### src/rtl/time_counter.sv
// rtl/time_counter.sv - HH:MM:SS clock with a seconds prescaler and a SET mode driven by button edges.
// Time is held as four BCD digits plus binary seconds; set_mode is registered once to become the state.
module time_counter #(
  parameter int TICKS_PER_SEC = 100000000
) (
  input  logic       clk,
  input  logic       reset_n,
  input  logic       set_mode,
  input  logic       inc_min,
  input  logic       inc_hr,
  output logic [3:0] first,
  output logic [3:0] second,
  output logic [3:0] third,
  output logic [3:0] fourth,
  output logic [5:0] seconds,
  output logic       sec_tick,
  output logic       min_tick
);

  localparam int PW = (TICKS_PER_SEC > 2) ? $clog2(TICKS_PER_SEC) : 1;

  typedef enum logic {RUN = 1'b0, SET = 1'b1} state_t;

  state_t        state;
  state_t        state_next;
  logic [PW-1:0] prescaler;
  logic          min_hist;
  logic          hr_hist;
  logic          min_rise;
  logic          hr_rise;
  logic          last_tick;
  logic [3:0]    min_ones_inc;
  logic [3:0]    min_tens_inc;
  logic [3:0]    hr_ones_inc;
  logic [3:0]    hr_tens_inc;
  logic          min_wrap;

  always_ff @(posedge clk) begin
    if (!reset_n) state <= RUN;
    else          state <= state_next;
  end

  always_comb begin
    state_next = RUN;
    if (set_mode) state_next = SET;
  end

  assign min_rise  = inc_min & ~min_hist;
  assign hr_rise   = inc_hr & ~hr_hist;
  assign last_tick = (prescaler == PW'(TICKS_PER_SEC - 1));

  // Incremented digit values; min_wrap flags 59 -> 00 for the RUN-mode hour carry.
  always_comb begin
    min_wrap     = 1'b0;
    min_ones_inc = first + 4'd1;
    min_tens_inc = second;
    if (first == 4'd9) begin
      min_ones_inc = 4'd0;
      if (second == 4'd5) begin
        min_tens_inc = 4'd0;
        min_wrap     = 1'b1;
      end else begin
        min_tens_inc = second + 4'd1;
      end
    end
    hr_ones_inc = third + 4'd1;
    hr_tens_inc = fourth;
    if (fourth == 4'd2 && third == 4'd3) begin
      hr_ones_inc = 4'd0;
      hr_tens_inc = 4'd0;
    end else if (third == 4'd9) begin
      hr_ones_inc = 4'd0;
      hr_tens_inc = fourth + 4'd1;
    end
  end

  always_ff @(posedge clk) begin
    if (!reset_n) begin
      first     <= 4'd0;
      second    <= 4'd0;
      third     <= 4'd0;
      fourth    <= 4'd0;
      seconds   <= 6'd0;
      prescaler <= '0;
      sec_tick  <= 1'b0;
      min_tick  <= 1'b0;
      min_hist  <= 1'b0;
      hr_hist   <= 1'b0;
    end else begin
      min_hist <= inc_min;
      hr_hist  <= inc_hr;
      sec_tick <= 1'b0;
      min_tick <= 1'b0;
      // Entering, inside and leaving SET all hold the seconds chain at zero.
      if (state == SET || state_next == SET) begin
        prescaler <= '0;
        seconds   <= 6'd0;
        if (state == SET) begin
          if (min_rise) begin
            first  <= min_ones_inc;
            second <= min_tens_inc;
          end
          if (hr_rise) begin
            third  <= hr_ones_inc;
            fourth <= hr_tens_inc;
          end
        end
      end else if (last_tick) begin
        prescaler <= '0;
        sec_tick  <= 1'b1;
        if (seconds == 6'd59) begin
          seconds  <= 6'd0;
          min_tick <= 1'b1;
          first    <= min_ones_inc;
          second   <= min_tens_inc;
          if (min_wrap) begin
            third  <= hr_ones_inc;
            fourth <= hr_tens_inc;
          end
        end else begin
          seconds <= seconds + 6'd1;
        end
      end else begin
        prescaler <= prescaler + PW'(1);
      end
    end
  end

endmodule

### config.mk
export PLATFORM = sky130hd
export DESIGN_NAME = time_counter
export DESIGN_NICKNAME = d
export VERILOG_FILES = /design/src/rtl/time_counter.sv
export SDC_FILE = /design/constraint.sdc
export NUM_CORES = 1
export LEC_CHECK = 0
export ABC_CLOCK_PERIOD_IN_PS = 2600
export CAP_MARGIN = 20
export CORE_MARGIN = 2
export CORE_UTILIZATION = 49
export DETAILED_ROUTE_END_ITERATION = 7
export PLACE_DENSITY = 0.71
export SLEW_MARGIN = 20
export SYNTH_ARGS = -nofsm -noshare
export SYNTH_HDL_FRONTEND = slang
export SYNTH_SLANG_ARGS = --single-unit
### constraint.sdc
create_clock -name clk -period 2.6 [get_ports clk]
set_clock_uncertainty 0.2 [all_clocks]
set_input_delay 0.26 -clock clk [delete_from_list [all_inputs] [get_ports clk]]
set_output_delay 0.26 -clock clk [all_outputs]
set_load 0.05 [all_outputs]
==> parameters.txt <==
Parameter                              Value

Synth
  Net count after synthesis    317
  Portion of the post-synthesis area used by sequential elements    40.53%
  Library cell with the largest summed area after synthesis    dfxtp_1
  Mapped Area    2668 um2
  List of most frequent post-synthesis cells    dfxtp_1, nor2_1, nand2_1
  Most common cell in the synthesized netlist    dfxtp_1
  Mapped Avg Cell Area    8.718 um2
  Library cells used by synthesis    47
  Fraction of synthesized cell area taken by the top area cell type    40.53%
  Proportion of register bits with asynchronous set or reset after synthesis    0%
  Count of warnings emitted by yosys    0
  Flip-flop and latch count after synthesis    54
  Top cells by area in the synthesized netlist    dfxtp_1, xnor2_1, nor2_1, nand2_1, nand3_1
  Syn Inst Count    306
  Predominant post-synthesis flop cell    dfxtp_1
  EDFF count, synth    0

Route
  Final antenna-violating net count    0
  First-pass iteration count of the detailed router    4
  Detailed-route via count    2187
  Routed length per placed instance    12.56 um
  Detailed router's first-iteration violation count    102
  Vias/cell    5.360
  Residual DRC count    0
  Total detailed-routing wirelength    5126 um

STA
  Clock period minus worst slack    2348 ps
  Final setup violation count    0
  Relative slew slack    65.81%
  Share of the cycle needed by the critical path after routing    90.31%
  Final Max Slew Viols    0
  Final worst setup slack    251.8 ps
  Highest attainable clock frequency    0.4259 GHz
  Measured slew at the worst slew-check pin    511.3 ps
  Setup_tns    0 ps
  Unrepaired setup endpoints after global routing    false
  Final hold violations    0

Critical path
  Critical Path Start Type    register
  Setup slack of the worst register-to-register path    250 ps
  Arrival time of the worst setup path    2350 ps
  Crit path capture type    register
  Critical path data required time    2600 ps
  Category of the most critical setup path    register to register
  Worst Path Max Fanout    10

Power and ir drop
  Leakage power    1.010 nW
  Max VDD drop    0.2395 mV
  Power density cells    436.9 nW/um2

Die
  Vertical die dimension    77.79 um
  Area of the core region    5172 um2
  Area of the die    6051 um2
  Initial Utilization    51.57%
  Standard-cell row count    26
  Boundary pin count    29
  Horizontal extent of the die    77.79 um

Placement
  Number of buffers inserted by port buffering    28
  Detailed placement HPWL    3786 um
  Post-Place Setup Slack    262.0 ps
  Weighted congestion at the end of routability-driven global placement    0.7752

Global route
  Overflow left after global routing    0
  Pin count of the biggest net entering global routing    27
  Via count of the first global-routing pass    1934
  Global-route usage over all layers    17.89%
  Antenna violations before repair    0
  Wire length of the first global-routing pass    8935 um

Min path
  Type of the tightest min-delay check    register to register

Clock network
  Clock H-tree levels    2
  Maximum buffer depth of the clock tree    2
  Quantity of hold-fixing buffers added after cts    0
  Total setup buffers inserted after CTS    0
  CTS Root Cell    clkbuf_8
  Cts bufs inserted    5
  Source-to-sink clock delay at the later pin of the worst-skew pair    300 ps
  CTS Sinks    54
  Clock-pin slew on the worst setup and hold paths    90 ps
  Post-cts resize count    0
  Clock tree from TritonCTS    built

Cells and area
  Fraction of final layout cells sized beyond drive strength 1    7.101%
  Multi-input gate area in the final layout    1494 um2
  Total number of nets in the final design    348
  Count of fill cells added during filler insertion    460
  Diodes inserted    0
  FF+latch area    1084 um2
  Final core occ    60.38%
  Area Growth Syn to Fin    17.07%

Run status
  Result of the run    complete, no violations

Run
  Max-capacitance violation count    0
-- kinds of logic (layout without fill, tap and decap cells) --
logic type / Yosys count / after routing / share of synthesized area, %
compound gates: 32 / 32 / 8.068
xor+xnor: 28 / 28 / 9.193
fa+ha+maj: 6 / 6 / 2.814
buf+inv: 22 / 54 / 3.471
flops: 54 / 54 / 40.53
mux: 8 / 8 / 3.002
simple gates: 156 / 156 / 32.93
-- metrics by stage --
stage	power [mW]	std cells	hold slack (ps)	area (um2)
after floorplan	0.8876	306	181.7	2670
after global placement	0.9093	400	238.8	3032
after detailed placement	0.9104	400	248.3	3032
after CTS	1.381	408	270.9	3123
after global routing	1.416	408	307.6	3123
final	1.365	408	267.6	3123
-- metal layers --
metal	share of wire (%)	up-vias	global-route usage, %
li1	-	1135	-
met1	47	1009	24.60
met2	47	36	28.62
met3	4.0	7	2.791
met4	1.2	0	5.893
met5	0	-	0
-- worst max-delay path: stages (launching register included) --
cell     delay [ps]
dfxtp_1         370
ha_1            210
and4_1          270
nand4_4         170
or4_4           600
and2_1          200
o221a_2         220
-- cells in the final DEF (no fill, tap or decap), drive strengths merged, types with 4 or more instances in the layout --
cell type	count
buf	5
and3	7
nand2	30
nor4	9
nand3	19
ha	6
inv	13
nor3	9
dfxtp	54
and4	7
a21oi	11
clkbuf	7
o21ai	6
and2	5
nand3b	4
nand4	7
nor2	40
xnor2	25
clkdlybuf4s50	28
mux2i	8
-- layout make-up --
type                       count  area share (%)
multi-input combinational    230           47.84
sequential                    54           34.70
timing repair buffer          33           10.18
tap                           70           2.804
clock buffer                   7           2.764
inverter                      13           1.562
clock inverter                 1          0.1603
-- path summary, 6_finish.rpt --
kind	endpoint	depth (start not counted)	startpoint
worst min-delay path	prescaler[0]	1	prescaler[0]
worst max-delay path	third[3]	6	prescaler[0]
worst min register to register	prescaler[0]	1	prescaler[0]
worst max register to register	third[3]	6	prescaler[0]
-- sequential cells by signal, indices dropped and copies added (netlist names) --
signal and cells:
prescaler 27, seconds 6, first 4, fourth 4, second 4, third 4
hr_hist 1, min_hist 1, min_tick 1, sec_tick 1, state 1
-- power by group --
part	switching, mW	internal [mW]
registers	0.00515	0.832
logic	0.0331	0.0206
clock network	0.259	0.215
total	0.297	1.07
Power figures use the tool's default switching activity.
